--- src/rtl/dma_pkg.sv ---
//------------------------------------------------------------------------------
// dma_pkg : shared state encoding and default constants for the DMA bus controller
// Revision: 1.0
//------------------------------------------------------------------------------
`default_nettype none

package dma_pkg;

    typedef enum logic [1:0] {
        ST_IDLE  = 2'd0,
        ST_START = 2'd1,
        ST_READ  = 2'd2,
        ST_WRITE = 2'd3
    } dma_state_e;

    localparam logic [15:0] DMA_REG_ADDR_DEF  = 16'h4014;
    localparam logic [15:0] DMA_DEST_ADDR_DEF = 16'h2004;
    localparam int          DMA_LEN_DEF       = 256;

endpackage

`default_nettype wire

--- src/rtl/dma_bus_controller.sv ---
//------------------------------------------------------------------------------
// dma_bus_controller : arbitrates the single memory port between the CPU and a
//                      page-to-port block-copy DMA engine that stalls the CPU.
// Revision: 1.0
//------------------------------------------------------------------------------
`default_nettype none

module dma_bus_controller
    import dma_pkg::*;
#(
    parameter logic [15:0] DMA_REG_ADDR  = DMA_REG_ADDR_DEF,
    parameter logic [15:0] DMA_DEST_ADDR = DMA_DEST_ADDR_DEF,
    parameter int          LEN           = DMA_LEN_DEF
) (
    input  logic        clk,
    input  logic        rst,
    input  logic [15:0] cpu_address,
    input  logic        cpu_read_write,
    input  logic [7:0]  cpu_data_write,
    output logic [7:0]  cpu_data_read,
    output logic        cpu_rdy,
    output logic [15:0] mem_address,
    output logic        mem_read_write,
    output logic [7:0]  mem_data_write,
    input  logic [7:0]  mem_data_read,
    output logic        dma_busy
);

    localparam logic [7:0] IDX_LAST = 8'(LEN - 1);

    dma_state_e state;
    dma_state_e state_next;
    logic [7:0] page;
    logic [7:0] idx;
    logic [7:0] data_buf;
    logic       trigger;

    assign trigger = (cpu_address == DMA_REG_ADDR) && !cpu_read_write;

    always_ff @(posedge clk or negedge rst) begin
        if (!rst) begin
            state <= ST_IDLE;
        end else begin
            state <= state_next;
        end
    end

    // idx stays 8 bits: LEN <= 256 means the source never carries into the page byte
    always_ff @(posedge clk or negedge rst) begin
        if (!rst) begin
            page     <= 8'h00;
            idx      <= 8'h00;
            data_buf <= 8'h00;
        end else begin
            case (state)
                ST_IDLE: begin
                    if (trigger) begin
                        page <= cpu_data_write;
                        idx  <= 8'h00;
                    end
                end
                ST_READ: begin
                    data_buf <= mem_data_read;
                end
                ST_WRITE: begin
                    if (idx != IDX_LAST) begin
                        idx <= idx + 8'd1;
                    end
                end
                default: ;
            endcase
        end
    end

    always_comb begin
        state_next     = state;
        mem_address    = cpu_address;
        mem_read_write = cpu_read_write;
        mem_data_write = cpu_data_write;
        case (state)
            ST_IDLE: begin
                if (trigger) begin
                    state_next = ST_START;
                end
            end
            ST_START: begin
                mem_address    = {page, 8'h00};
                mem_read_write = 1'b1;
                mem_data_write = data_buf;
                state_next     = ST_READ;
            end
            ST_READ: begin
                mem_address    = {page, idx};
                mem_read_write = 1'b1;
                mem_data_write = data_buf;
                state_next     = ST_WRITE;
            end
            ST_WRITE: begin
                mem_address    = DMA_DEST_ADDR;
                mem_read_write = 1'b0;
                mem_data_write = data_buf;
                state_next     = (idx == IDX_LAST) ? ST_IDLE : ST_READ;
            end
            default: begin
                state_next = ST_IDLE;
            end
        endcase
    end

    // Status is decoded from the state register only
    assign cpu_rdy       = (state == ST_IDLE);
    assign dma_busy      = (state != ST_IDLE);
    assign cpu_data_read = mem_data_read;

endmodule

`default_nettype wire

--- config.mk ---
export PLATFORM = sky130hd
export DESIGN_NAME = dma_bus_controller
export DESIGN_NICKNAME = d
export VERILOG_FILES = /design/src/rtl/dma_pkg.sv /design/src/rtl/dma_bus_controller.sv
export SDC_FILE = /design/constraint.sdc
export NUM_CORES = 1
export LEC_CHECK = 0
export BUFFER_PORTS_ARGS = -buffer_cell sky130_fd_sc_hd__buf_2
export CORE_MARGIN = 4
export CORE_UTILIZATION = 40
export CTS_CLUSTER_SIZE = 28
export DETAILED_ROUTE_END_ITERATION = 10
export PLACE_DENSITY = 0.67
export SYNTH_ARGS = -nofsm -noshare
export SYNTH_HDL_FRONTEND = slang
export SYNTH_SLANG_ARGS = --single-unit
--- constraint.sdc ---
create_clock -name clk -period 4.8 [get_ports clk]
set_input_delay 0.48 -clock clk [delete_from_list [all_inputs] [get_ports clk]]
set_output_delay 0.48 -clock clk [all_outputs]
set_load 0.005 [all_outputs]
# --- After elaboration in Yosys (flattened, before gate mapping) ---
# Cells that the tools add are included.
op_classes:
  muxes: 9
  add_sub_neg: 1
  n_reduce_logical: 9
  n_eq_ne: 8
op_table:
  columns: ["operator", "n"]
  rows:
  - ["one-hot mux 16 bit (3 select lines)", 1]
  - ["two-way mux 8 bit", 3]
  - ["equality test 16 x 15 -> 1 bit (second input constant)", 1]
  - ["one-hot mux 8 bit (2 select lines)", 1]
  - ["adder 8 x 1 -> 8 bit (second input constant)", 1]
  - ["equality test 8 bit (second input constant)", 1]
  - ["!= test 8 bit (second input constant)", 1]
  - ["one-hot mux 2 bit (4 select lines)", 1]
  - ["equality test 2 bit (second input constant)", 2]
  - ["two-way mux 2 bit", 2]
  - ["!= test 2 bit (second input constant)", 2]
  - ["nonzero test 2 bit", 2]
  - ["AND reduction 3 bit", 1]
  - ["OR reduction 3 bit", 1]
  - ["equality test 2 x 1 -> 1 bit (second input constant)", 1]
  - ["zero test 2 bit", 1]
  - ["one-hot mux 1 bit (2 select lines)", 1]
  - ["AND reduction 2 bit", 1]
  - ["OR reduction 2 bit", 1]
  - ["logical AND 1 bit", 1]
  - ["zero test 1 bit", 1]
word_totals:
  regBits: 26

# --- Logic depth before layout (Yosys ltp) ---
depth:
  depth_word: 4
  depth_mapped: 8
  depth_no_buf: 7

# --- Worst setup path before layout ---
# No wires, ideal clock.
synth_path:
  path_type: "register to output"
  startpoint: "reg state[0]"
  endpoint: "out mem_data_write[4]"
  slack_ps: 2719
  t_arrival_ps: 1601
  stages_incl_launch_ff: 6
  cell_sequence: "dfrtp_1 inv_1 ha_1 clkbuf_1 buf_1 mux2_2"
synth_via:
  elab_chain_cells: 3
synth_rtl:
  columns: ["item", "line", "source"]
  rows:
  - ["start, declared", "dma_bus_controller.sv:31", "dma_state_e state;"]
  - ["start signal, assigned", "dma_bus_controller.sv:44", "state <= state_next;"]
  - ["equality test 2 bit / equality test 2 x 1 -> 1 bit (equally long branches)", "dma_bus_controller.sv:80", "case (state)"]
  - ["OR reduction 3 bit (no line) *", null, null]
  - ["two-way mux 8 bit *", "dma_bus_controller.sv:80", null]
  - ["end, declared", "dma_bus_controller.sv:24", "output logic [7:0] mem_data_write,"]
# Every way passes the cells marked *; elsewhere a longest branch is shown, timed or not.

# --- Final worst setup path ---
layout_path:
  startpoint: "reg state[0]"
  endpoint: "out mem_address[4]"
layout_via:
  elab_chain_cells: 2
layout_rtl:
  columns: ["item", "line", "source"]
  rows:
  - ["equality test 2 bit / equality test 2 x 1 -> 1 bit (equally long branches)", "dma_bus_controller.sv:80", null]
  - ["one-hot mux 16 bit (3 select lines) *", "dma_bus_controller.sv:80", null]
  - ["end, declared", "dma_bus_controller.sv:22", "output logic [15:0] mem_address,"]
# Marked as above.

==> results.md <==
- CP bufs+invs: 2
- Setup crit start: state[0]
- PnR worst setup slack: about 2 ns
- Critical path fanouts, max: 13
- Top cell type by total area after synthesis: dfrtp_1
- Setup CP Type: flip-flop to output port
- Share of cells above drive strength 1: 0.507
- Combinational Power Share: 0.532
- Number of synthesized flops with an enable pin: 0
- Fin cells: between 200 and 300
- Largest net degree at the start of global routing: 27
- Clock group share of total power: 0.171
- Power, Total: about 1.1 mW
- Post-CTS Setup Inserts: 0
- Outcome: complete, no violations
- CP startpoint kind: flip-flop
- RD Place Congestion: 0.772
- LEAKAGE: approximately 1.0 nW
- Cell-internal power: about 0.66 mW
- Clk_skew: between 0.003 and 0.004 ns
- Area delta synth->final: 21.3%
- Die height: 73.9 um
- Antenna cells: 0
- 1st-iter DRT viols: 99
- Max Fclk: 362 MHz
- Worst-margin pin slew: around 0.63 ns
- Fin Setup TNS: 0 ns
- Slew Limit Fails: 0
- Ys async rst share: 1.00
- Core ar.: ~4100 um2
- Gates resized, CTS repair: 0
- Reg2Reg Depth: 6
- CTS tree: built
- Final ANT Viol Nets: 0
- Share of the synthesized area in the top cell type: 0.375
- TritonCTS buffer count: 3
- Yosys reg bits: 26
- Cell Area, Placed: between 2000 and 2500 um2
- Number of iterations in the first detailed-routing pass: 4
- Full die area: 5460 um2
- Reg clk slew, reported paths: around 0.1 ns
- Setup WS pre-CTS: 2.35 ns
- Cell Area, Synth: 1740 um2
- Gr ovfl total: 0
- RSZ-0062 raised after global routing: false
- Hold slack final: 0.196 ns
- Cells after DPL: around 270
- Number of global-route vias before repair: around 1.5k
- YS warnings: 0
- WL/cell: 16.2 um
- Sequential fraction of the synthesis area: 0.375
- Synthesized area per cell: 10.3 um2
- Via density: roughly 5.4
- Final number of hold-violating endpoints: 0
- Final min period: roughly 2.8 ns
- First-pass GRT wire length: roughly 7400 um
- Sw frac: 0.392
- Flop pwr share: 0.297
- Initial Utilization: 0.425
- Routed via count: between 1k and 1.5k
- Post-Syn Nets: between 200 and 250
- Detailed placement HPWL: between 3000 and 4000 um
- Maximum vdd drop: 0.000192 V
- Final WL: about 4400 um
- Die width: 73.9 um
- Hold bufs inserted after CTS: 0
- Critical Path, Cell by Cell: inv_1 -> ha_1 -> nor2b_1 -> a22o_1 -> buf_2
- CTS H-tree lvls: 1
- NetSw: between 0.4 and 0.5 mW
- GR Util All Layers: 0.178
- Synth top area cells: dfrtp_1 (37%), mux2_2 (13%), ha_1 (4.3%), mux2_4 (4.3%), nand2_1 (3.9%)
- Skew-Pair Late Insertion Delay: 0.27 ns
- Bufs on Longest Clock Path: 2
- Reg-to-reg setup timing slack: roughly 2.7 ns
- Final nets: between 200 and 300
- Fin area: around 2100 um2
- Rows: 23
- Most frequent cells after synthesis: dfrtp_1 (26), mux2_2 (20), nand2_1 (18), o21ai_0 (12), a21oi_1 (11)
- CTS root buffer: clkbuf_8
- Hold Crit Class: input port to asynchronous set/reset pin
- Setup-failing EPs final: 0
- Mapped Cells: around 170
- Arrival time worst endpoint: between 2 and 2.5 ns
- FF-to-FF Start: state[0]
- Count leader, synth: dfrtp_1
- Clk sink count: 26
- Largest stage delay, worst path: approximately 0.59 ns
- PwrDens: 516 nW/um2
- Period Utilization, post-route: 0.576
- CP required: between 4 and 5 ns
- Distinct cells, synth: 38
- R2r endpoint: page[3]
- Synth Flop Type: dfrtp_1
- Worst setup EP type: output port
- Final Core Density: 0.516
- Max-slew headroom: 0.581
- Total of max-cap violations: 0
- Cell family contributing the most delay on the critical path: simple AND/OR/NAND/NOR gates
- Initial antenna violation count: 0
- Remaining DRCs: 0
- I/O Pins: 70
- # port buffers: 69
- Slowest-stage cell, CP: nor2b_1
state kept, by name, summed over array words and instances (netlist names):
name and flops:
data_buf 8, idx 8, page 8, state 2
cell type report:
cell class,count,area (um2)
clock buffer,3,41.3
clock inverter,1,30.0
fill,393,1980
inverter,3,11.3
multi-input combinational,120,958
sequential,26,651
tap,50,62.6
timing repair buffer,70,353
worst max path at each step:
| stage | endpoint | slack [ns] | depth (start not counted) |
|---|---|---|---|
| floorplan | mem_data_write[4] | 2.72 | 5 |
| global placement | mem_address[1] | 2.35 | 5 |
| detailed placement | mem_address[4] | 2.35 | 5 |
| CTS | mem_address[4] | 2.02 | 5 |
| global route | mem_address[4] | 1.86 | 5 |
| finish | mem_address[4] | 2.04 | 5 |
per-layer routing:
metal | wire length (um) | part of all wire | up-vias | GRT usage
li1 | - | - | 721 | -
met1 | 1960 | 0.44 | 701 | 0.239
met2 | 2060 | 0.46 | 49 | 0.279
met3 | 280 | 0.063 | 12 | 0.0328
met4 | 131 | 0.030 | 0 | 0.0785
met5 | 0 | 0 | - | 0
layout by cell type, fill, tap and decap left out:
| master | n |
|---|---|
| nand2_1 | 18 |
| and2_1 | 2 |
| and3_1 | 1 |
| a21oi_1 | 11 |
| mux2_2 | 20 |
| nand4b_1 | 1 |
| a211oi_2 | 1 |
| nor3b_2 | 1 |
| a311oi_2 | 1 |
| nand4_1 | 1 |
| and2_4 | 1 |
| mux2_4 | 5 |
| ha_1 | 6 |
| and4bb_1 | 1 |
| and2_0 | 1 |
| buf_2 | 69 |
| a31oi_2 | 1 |
| nand3_1 | 8 |
| inv_1 | 3 |
| bufinv_16 | 1 |
| nand3_2 | 2 |
| nand3b_1 | 1 |
| a22o_1 | 7 |
| a31oi_1 | 4 |
| a211oi_1 | 2 |
| buf_4 | 1 |
| nor4_2 | 2 |
| o22ai_1 | 1 |
| or2_2 | 1 |
| nor2b_1 | 1 |
| a311oi_1 | 2 |
| clkbuf_8 | 3 |
| dfrtp_1 | 26 |
| a2bb2oi_1 | 1 |
| o21ai_2 | 1 |
| and3_2 | 2 |
| nor4b_4 | 1 |
| o21ai_0 | 12 |
worst reg2reg max path, delay by kind of cell (launching register included):
kind | cells | cell delay, ns
fa+ha+maj | 1 | 0.27
buf+inv | 2 | 0.25
flops | 1 | 0.42
mux | 1 | 0.43
simple gates | 2 | 0.61
power by group through the flow:
stage / combinational, mW / sequential [mW] / clock (mW)
detailed placement: 0.580 / 0.326 / 0
global route: 0.648 / 0.333 / 0.197
global placement: 0.577 / 0.325 / 0
CTS: 0.585 / 0.322 / 0.188
finish: 0.579 / 0.322 / 0.186
floorplan: 0.395 / 0.313 / 0
cells by family after synthesis:
logic type                 count (synthesis)  synth area share
DFF                                       26             0.375
muxes                                     25             0.173
adders and majority gates                  6            0.0432
buffers and inverters                     22            0.0735
and+or+nand+nor                           45             0.164
AOI/OAI and AO/OA                         44             0.171
Note: power is estimated with default switching activity, not from simulation.
